### src/rtl/ksa_arb_seq.sv
// Two-requester arbitrated add/sub unit. One W-bit Kogge-Stone adder is
// reused once per word, so an N-bit operation takes NWORDS cycles in RUN.
// Results are held in DONE until the consumer takes them.
module ksa_arb_seq #(
  parameter int WIDIDX = 3,
  parameter int NWORDS = 4
) (
  input  logic                                 clk,
  input  logic                                 rst,
  input  logic                                 req0_valid,
  output logic                                 req0_ready,
  input  logic [NWORDS*(2**WIDIDX)-1:0]        req0_a,
  input  logic [NWORDS*(2**WIDIDX)-1:0]        req0_b,
  input  logic                                 req0_sub,
  input  logic                                 req1_valid,
  output logic                                 req1_ready,
  input  logic [NWORDS*(2**WIDIDX)-1:0]        req1_a,
  input  logic [NWORDS*(2**WIDIDX)-1:0]        req1_b,
  input  logic                                 req1_sub,
  output logic                                 resp_valid,
  input  logic                                 resp_ready,
  output logic [NWORDS*(2**WIDIDX)-1:0]        resp_sum,
  output logic                                 resp_cout,
  output logic                                 resp_id,
  output logic                                 busy
);
  localparam int W  = 2**WIDIDX;
  localparam int N  = NWORDS*W;
  localparam int KW = (NWORDS > 1) ? $clog2(NWORDS) : 1;

  typedef enum logic [1:0] {IDLE, RUN, DONE} state_t;

  state_t          state_q, state_d;
  logic [N-1:0]    a_q, b_q, res_q;
  logic            sub_q, id_q, carry_q, ptr_q;
  logic [KW-1:0]   k_q;

  logic            any_v, gnt_id, accept, last_word;
  logic [W-1:0]    wa, wb, pw, wsum;
  logic            wcout;
  logic [WIDIDX:0][W-1:0] g_l, p_l;

  // Arbitration: a lone requester wins; a tie goes to the one not served last.
  always_comb begin
    any_v  = req0_valid | req1_valid;
    gnt_id = (req0_valid & req1_valid) ? ~ptr_q : req1_valid;
    accept = (state_q == IDLE) & any_v;
  end

  assign last_word = (k_q == KW'(NWORDS-1));

  // Word-serial Kogge-Stone prefix adder; carry-in folded into bit 0 generate.
  always_comb begin
    wa = a_q[k_q*W +: W];
    wb = sub_q ? ~b_q[k_q*W +: W] : b_q[k_q*W +: W];
    pw = wa ^ wb;
    g_l = '0;
    p_l = '0;
    g_l[0] = wa & wb;
    g_l[0][0] = (wa[0] & wb[0]) | (pw[0] & carry_q);
    p_l[0] = pw;
    for (int l = 0; l < WIDIDX; l++) begin
      for (int i = 0; i < W; i++) begin
        if (i >= (1 << l)) begin
          g_l[l+1][i] = g_l[l][i] | (p_l[l][i] & g_l[l][i-(1<<l)]);
          p_l[l+1][i] = p_l[l][i] & p_l[l][i-(1<<l)];
        end else begin
          g_l[l+1][i] = g_l[l][i];
          p_l[l+1][i] = p_l[l][i];
        end
      end
    end
    wsum  = pw ^ {g_l[WIDIDX][W-2:0], carry_q};
    wcout = g_l[WIDIDX][W-1];
  end

  // Next-state and handshake outputs.
  always_comb begin
    state_d    = state_q;
    req0_ready = 1'b0;
    req1_ready = 1'b0;
    case (state_q)
      IDLE: begin
        req0_ready = any_v & ~gnt_id;
        req1_ready = any_v &  gnt_id;
        if (accept) state_d = RUN;
      end
      RUN:     if (last_word) state_d = DONE;
      DONE:    if (resp_ready) state_d = IDLE;
      default: state_d = IDLE;
    endcase
  end

  // State register.
  always_ff @(posedge clk or posedge rst) begin
    if (rst) state_q <= IDLE;
    else     state_q <= state_d;
  end

  // Operand capture on accept, then one result word per RUN cycle.
  always_ff @(posedge clk or posedge rst) begin
    if (rst) begin
      a_q     <= '0;
      b_q     <= '0;
      res_q   <= '0;
      sub_q   <= 1'b0;
      id_q    <= 1'b0;
      carry_q <= 1'b0;
      ptr_q   <= 1'b1;
      k_q     <= '0;
    end else begin
      case (state_q)
        IDLE: if (accept) begin
          a_q     <= gnt_id ? req1_a   : req0_a;
          b_q     <= gnt_id ? req1_b   : req0_b;
          sub_q   <= gnt_id ? req1_sub : req0_sub;
          carry_q <= gnt_id ? req1_sub : req0_sub;
          id_q    <= gnt_id;
          ptr_q   <= gnt_id;
          k_q     <= '0;
        end
        RUN: begin
          res_q[k_q*W +: W] <= wsum;
          carry_q           <= wcout;
          k_q               <= last_word ? '0 : k_q + KW'(1);
        end
        default: ;
      endcase
    end
  end

  assign resp_valid = (state_q == DONE);
  assign resp_sum   = res_q;
  assign resp_cout  = carry_q & (state_q == DONE);
  assign resp_id    = id_q;
  assign busy       = (state_q != IDLE);

endmodule

### config.mk
export PLATFORM = sky130hd
export DESIGN_NAME = ksa_arb_seq
export DESIGN_NICKNAME = d
export VERILOG_FILES = /design/src/rtl/ksa_arb_seq.sv
export SDC_FILE = /design/constraint.sdc
export NUM_CORES = 1
export LEC_CHECK = 0
export ABC_AREA = 1
export BUFFER_PORTS_ARGS = -buffer_cell sky130_fd_sc_hd__buf_4
export CORE_UTILIZATION = 45
export DETAILED_ROUTE_END_ITERATION = 12
export PLACE_DENSITY = 0.75
export SLEW_MARGIN = 20
export SYNTH_ARGS = -nofsm -noshare
export SYNTH_HDL_FRONTEND = slang
export SYNTH_SLANG_ARGS = --single-unit
### constraint.sdc
create_clock -name clk -period 3.8 [get_ports clk]
set_clock_uncertainty 0.05 [all_clocks]
set_input_delay 1.14 -clock clk [delete_from_list [all_inputs] [get_ports clk]]
set_output_delay 1.14 -clock clk [all_outputs]
set_load 0.005 [all_outputs]
==> results of run 1 <==
==> worst max-delay path by stage <==
stage	from	to	slack, ps	cells past startpoint
2_1_floorplan	req0_valid	req0_ready	930	5
3_3_place_gp	req1_valid	req0_ready	720	6
3_5_place_dp	req1_valid	req0_ready	710	6
4_1_cts	req1_valid	req0_ready	700	6
5_1_grt	k_q[1]	resp_sum[14]	570	17
6_report	req1_valid	req0_ready	700	6
==> power groups by stage <==
stage          sequential [µW]  combinational (µW)  clock, µW
2_1_floorplan             1860                2730          0
3_3_place_gp              1930                3790          0
3_5_place_dp              1950                3880          0
4_1_cts                   1930                3900        950
5_1_grt                   1990                4380        996
6_report                  1940                3900        946
==> cells by family after synthesis <==
family	Yosys count
AOI/OAI and AO/OA	190
and+or+nand+nor	302
DFF	104
adders and majority gates	15
xor gates and xnor gates	11
buffers and inverters	82
==> flip-flops by register name, indices dropped and copies added, names as in the netlist <==
signal	count
resp_sum	32
resp_id	1
carry_q	1
a_q	32
state_q	2
ptr_q	1
b_q	32
k_q	2
sub_q	1
==> synth_stat cells, types with 3 or more instances <==
master	count	share of area
sky130_fd_sc_hd__dfrtp_1	103	0.47
sky130_fd_sc_hd__nor2_1	94	0.064
sky130_fd_sc_hd__nand2_2	3	0.0034
sky130_fd_sc_hd__ha_1	13	0.030
sky130_fd_sc_hd__inv_2	4	0.0027
sky130_fd_sc_hd__clkbuf_1	15	0.010
sky130_fd_sc_hd__o22ai_1	17	0.019
sky130_fd_sc_hd__inv_1	39	0.027
sky130_fd_sc_hd__o21ai_0	127	0.12
sky130_fd_sc_hd__buf_4	4	0.0055
sky130_fd_sc_hd__o21ai_1	29	0.026
sky130_fd_sc_hd__xor2_1	10	0.016
sky130_fd_sc_hd__nand2_1	170	0.12
sky130_fd_sc_hd__buf_2	16	0.015
sky130_fd_sc_hd__a21oi_1	12	0.011
sky130_fd_sc_hd__nand4_1	5	0.0057
sky130_fd_sc_hd__nand3_1	24	0.022
sky130_fd_sc_hd__a22o_1	4	0.0064
==> critical path, cell delays in order <==
cell	delay, ps
sky130_fd_sc_hd__buf_4	120
sky130_fd_sc_hd__nor2_1	280
sky130_fd_sc_hd__nor2_8	60
sky130_fd_sc_hd__nand2_1	60
sky130_fd_sc_hd__inv_1	90
sky130_fd_sc_hd__buf_4	150
==> final cells by class <==
cell class,instances,area [µm²]
inverters,44,174
multi-input cells,518,2530
clock buffers,13,260
well taps,143,179
flip-flops and latches,104,2600
fillers,1043,4500
repair buffers,181,1370
clock inverters,3,40.0
==> routing by layer <==
layer	track usage	up-vias
met5	0	-
met4	0.0756	0
met3	0.0362	17
met2	0.413	182
met1	0.329	2490
li1	-	2627
==> per-stage QoR <==
stage / area [µm²] / total power, µW / setup WS [ps] / utilization / instances
global route: 7160 / 7370 / 570 / 0.614 / 1006
global placement: 6860 / 5730 / 718 / 0.588 / 990
detailed placement: 6860 / 5830 / 706 / 0.588 / 990
finish: 7160 / 6790 / 704 / 0.614 / 1006
floorplan: 5500 / 4590 / 928 / - / 704
CTS: 7160 / 6790 / 704 / 0.614 / 1006
==> results.txt, run 1 <==
RSZ-0062 raised after global routing - no
Clock tree from TritonCTS - yes
Mapped cell area - 0.00549 mm²
Share of power burned in the clock network - 0.139
Diode insertion count for antenna repair - 0
Total of max-cap violations - 0
Flop pwr share - 0.286
Most frequent cells in the layout - 180 x sky130_fd_sc_hd__buf_4, 170 x sky130_fd_sc_hd__nand2_1, 127 x sky130_fd_sc_hd__o21ai_0
Proportion of register bits with asynchronous set or reset after synthesis - 1.00
Hold WC Path Type - flop to flop
End of the worst hold path - resp_id
Final setup TNS - 0 ps
Post-Synth Simple-Gate Area - 0.225
WL met3 - 806 µm
Compound-Gate Fraction of Synth Area - 0.181
Combinational Power Share - 0.575
Share of synthesized area occupied by flip-flops and latches - 0.474
Crit path DAT - 1910 ps
Hold path depth - 2
Total overflow reported by the global router - 0
Clock root buffer - sky130_fd_sc_hd__clkbuf_16
Average wire per standard cell - 15.2 µm
Leading cell type in the layout, fill and taps excluded - sky130_fd_sc_hd__buf_4
Worst max-slew margin expressed relative to the limit - 0.488
Total leakage power - 0.00364 µW
Outcome - complete, no violations
Xor and xnor fraction of the mapped netlist area - 0.0175
Aggregate routed wire length - 15200 µm
Hold_sp - resp_id
Height of the chip - 112 µm
Kind of critical path - input pin to output port
Number of buffers inserted by hold repair at cts - 0
Highest ir drop seen on vdd - 0.579 mV
Power spent charging and discharging nets - 3200 µW
Initial Utilization - 0.471
Slew Limit Fails - 0
Deepest level of the CTS H-tree - 3
Primary FF master, synth - sky130_fd_sc_hd__dfrtp_1
Length in cells of the worst reg-to-reg path - 14
Post-CTS setup buffer count - 0
Area growth syn-to-layout - 30.4%
Final critical path time including I/O delays and setup - 3100 ps
Final number of hold-violating endpoints - 0
Maximum number of pins on one net before global-route repair - 105
Reg2reg setup slack - 800 ps
Met2 Wirelength - 7460 µm
Placeable core area - 0.0117 mm²
EDFF count, synth - 0
Critical path data required time - 2610 ps
FF-to-FF End - resp_sum[12]
Routed via count - 5316
Final worst path period share - 0.815
Post-synthesis average cell area - 7.80 µm²
Flip-flop and latch count after synthesis - 104
Layout cell share with drive strength beyond 1 - 0.246
Total routed wire length on the met1 layer - 6760 µm
Final #Nets - 1008
Element type at the critical path start - input pin
Number of cells upsized or downsized after cts - 0
Synthesized netlist net count - 854
Clock buffer depth - 2
Max Clock Freq - 323 MHz
Worst R2R Start - k_q[1]
Number of buffers created by CTS - 9
Fraction of synthesized area in multiplexers - 0
Worst-path fanout max - 6
Slew at the pin closest to its max-slew limit - 767 ps
Power density relative to cell area - 948 mW/mm²
Setup violations, final - 0
Final hold slack - 430 ps
Number of antenna violations at the first check in global routing - 0
Vias in the first global route - 5174
Internal cell power - 3590 µW
Skew-Pair Late Insertion Delay - 350 ps
Detail Placement HPWL - 11300 µm
Post-CTS clock slew at the launch and capture registers of the worst setup and hold paths - 70 ps
RD Place Congestion - 0.811
Cells after Synth - 704
Switch share - 0.472
Main combinational cell family by area after synthesis - simple AND/OR/NAND/NOR gates
Total die area - 0.0126 mm²
Die width - 112 µm
Via density per instance - 5.28
Num rows - 39
Kind of end point of the critical path - output port
Port Buf Inserts - 172
Highest routed metal layer - met4
Routed Antenna Nets - 0
Global-route wire length before repair - 24500 µm
Aggregate global-route resource usage - 0.246
Drt pass-1 iters - 5
DRC marker count from the first detailed-route iteration - 394
Area share of fa/ha/maj cells after synthesis - 0.0369
Drc violations - 0
Count of distinct cell types in the synthesized netlist - 31
Warnings, synthesis - 0
Sink Count - 104
Number of I/O pins - 173
(Power assumes the default switching activity.)
==> inputs of run 2 (changes only) <==
==> constraint.sdc (replaced) <==
create_clock -name clk -period 2.5 [get_ports clk]
set_clock_uncertainty 0.05 [all_clocks]
set_input_delay 0.75 -clock clk [delete_from_list [all_inputs] [get_ports clk]]
set_output_delay 0.75 -clock clk [all_outputs]
set_load 0.005 [all_outputs]
==> results.txt, run 2 (same netlist as run 1, synthesis figures left out) <==
Slew Limit Fails - 0 (unchanged)
Combinational Power Share - 0.630 (+0.055)
Leading cell type in the layout, fill and taps excluded - sky130_fd_sc_hd__buf_4
Combined buffer and inverter count along the critical path - 3 (unchanged)
Clock buffer depth - 2 (unchanged)
Average wire per standard cell - 15.9 µm (+4.9%)
Design Power - 12100 µW (+79%)
Power density relative to cell area - 1600 mW/mm² (+68%)
Diode insertion count for antenna repair - 0 (unchanged)
Hold_sp - a_q[15]
Number of buffers inserted by hold repair at cts - 0 (unchanged)
Drc violations - 0 (unchanged)
Aggregate global-route resource usage - 0.260 (+0.0148)
Timing startpoint of the critical path - k_q[0]
Share of power burned in the clock network - 0.123 (-0.016)
Critical path, cell by cell - buf_6 > buf_6 > buf_6 > nand2_2 > nand3_2 > nand2_2 > xor2_1 > ha_2 > a21oi_2 > nand2_2 > xor2_2 > nand2_2 > nor2_4 > nand2_1 > nand2_1
Vias in the first global route - 5402 (+4.4%)
Routed Antenna Nets - 0 (unchanged)
Number of I/O pins - 173 (unchanged)
RD Place Congestion - 0.905 (+12%)
Element type at the critical path start - flop
Total overflow reported by the global router - 0 (unchanged)
Final worst path period share - 1.02
Final Worst Setup Slack - -59.4 ps (-764 ps)
Port Buf Inserts - 172 (unchanged)
Count of fill cells added during filler insertion - 988 (-5.3%)
Kind of critical path - flop to flop
Cell Count Post-Placement - 1005 (+1.5%)
Highest ir drop seen on vdd - 1.01 mV (+75%)
Max Clock Freq - 391 MHz
Maximum number of pins on one net before global-route repair - 105 (unchanged)
Delay contributed by the slowest stage of the critical path - 420 ps (+140 ps)
Detail Placement HPWL - 12000 µm (+6.8%)
Worst max-slew margin expressed relative to the limit - 0.635 (+0.148)
Clock root buffer - sky130_fd_sc_hd__clkbuf_16
Worst R2R Start - k_q[0]
Worst path top cell family by delay - simple AND/OR/NAND/NOR gates
Footprint of the flip-flops and latches - 0.00261 mm² (about the same)
Final setup TNS - -136 ps (-136 ps)
DRC marker count from the first detailed-route iteration - 321 (-19%)
Outcome - finished with violations
Slowest-stage cell, CP - sky130_fd_sc_hd__dfrtp_1
Kind of end point of the critical path - flop
Aggregate routed wire length - 16400 µm (+7.7%)
Height of the chip - 112 µm (unchanged)
Switch share - 0.468 (-0.00391)
Critical path data required time - 2750 ps (+140 ps)
Drt pass-1 iters - 5 (unchanged)
Num rows - 39 (unchanged)
Internal cell power - 6450 µW (+80%)
Slew at the pin closest to its max-slew limit - 547 ps (-220 ps)
Final hold slack - 432 ps (+2.53 ps)
Sink Count - 104 (unchanged)
Deepest level of the CTS H-tree - 3 (unchanged)
Number of standard cells in the final layout excluding fillers - 1033 (+2.7%)
Via density per instance - 5.37 (+1.7%)
Global-route wire length before repair - 25900 µm (+5.7%)
Reg2reg setup slack - -60 ps (-860 ps)
Power spent charging and discharging nets - 5670 µW (+77%)
Skew-Pair Late Insertion Delay - 350 ps (about the same)
Setup violations, final - 4 (+4)
Flop pwr share - 0.248 (-0.038)
Number of antenna violations at the first check in global routing - 0 (unchanged)
Area growth syn-to-layout - 38.2%
Number of buffers created by CTS - 9 (unchanged)
Most frequent cells in the layout - 199 x sky130_fd_sc_hd__buf_4, 157 x sky130_fd_sc_hd__nand2_1, 117 x sky130_fd_sc_hd__o21ai_0
Total area of multi-input combinational cells - 0.00269 mm² (+6.4%)
Hold WC Path Type - flop to flop
Clock tree from TritonCTS - yes
Routed via count - 5551 (+4.4%)
Total of max-cap violations - 0 (unchanged)
Layout cell share with drive strength beyond 1 - 0.317 (+0.0712)
Placeable core area - 0.0117 mm² (unchanged)
Final critical path time including I/O delays and setup - 2560 ps
Design Area, Final - 0.00759 mm² (+6.0%)
Post-CTS clock slew at the launch and capture registers of the worst setup and hold paths - 80 ps (about the same)
Final number of hold-violating endpoints - 0 (unchanged)
RSZ-0062 raised after global routing - yes
Total leakage power - 0.00380 µW (+4.6%)
Worst-path fanout max - 6 (unchanged)
Initial Utilization - 0.471 (unchanged)
Violated checks - negative setup slack
Die width - 112 µm (unchanged)
Crit path DAT - 2810 ps (+900 ps)
Cell occurring most often along the worst timing path - sky130_fd_sc_hd__nand2_2
Total die area - 0.0126 mm² (unchanged)
Final #Nets - 1035 (+2.7%)
Post-Place Cell Area - 0.00700 mm² (+2.0%)
-- run 2: changes by cell type in the layout (fill, tap and decap cells not counted), sizes merged --
| cell | delta |
|---|---|
| buf | +27 |
| clkinv | -2 |
| inv | +3 |
| clkbuf | -3 |
| clkinvlp | +2 |
-- run 2: metrics by stage --
stage | setup slack [ps] | util
after detailed placement | -92.0 | 0.600
after CTS | -0.526 | 0.638
after floorplan | 19.4 | -
final | -59.4 | 0.651
after global placement | 42.8 | 0.600
after global routing | -177 | 0.651
-- run 2: metal layers --
layer	global-route usage	vias to the layer above	routed length, µm
li1	-	2671	-
met1	0.342	2634	7070
met2	0.446	218	8110
met3	0.0373	28	950
met4	0.0818	0	287
met5	0	-	0
-- run 2: path summary, 6_finish.rpt --
| path | cells after the start | endpoint |
|---|---|---|
| min in group asynchronous | 3 | resp_sum[26] |
| hold / removal | 2 | a_q[15] |
| setup reg to reg | 15 | resp_sum[27] |
| max in group asynchronous | 3 | k_q[1] |
| setup / recovery | 15 | resp_sum[27] |
| hold reg to reg | 2 | a_q[15] |
-- run 2: power by group through the flow --
stage,Combinational [µW],Clock [µW],Sequential (µW)
after floorplan,4160,0,2830
after global placement,5900,0,3000
after detailed placement,6080,0,3010
after CTS,6730,1500,2990
after global routing,8360,1560,3080
final,7630,1490,3000
-- run 2: worst reg2reg max path, delay by kind of cell, from the launching register on --
kind            cells  cell delay, ps
flops               1             420
buf+inv             3             400
compound gates      1             160
xor+xnor            2             400
simple gates        8             730
fa+ha+maj           1             340
-- run 2: area by class of cell --
| cell class | instances | area share |
|---|---|---|
| Inverter | 44 | 0.0236 |
| Clock buffer | 10 | 0.0315 |
| Timing Repair Buffer | 208 | 0.214 |
| Clock inverter | 6 | 0.00973 |
| Multi-Input combinational cell | 518 | 0.355 |
| Tap cell | 143 | 0.0236 |
| Sequential cell | 104 | 0.343 |
-- run 2: timing repair --
item	CTS	global route
gates cloned	0	1
resized for setup	19	42
pin swaps	13	22
setup endpoints to repair	9	26
setup buffers	9	2
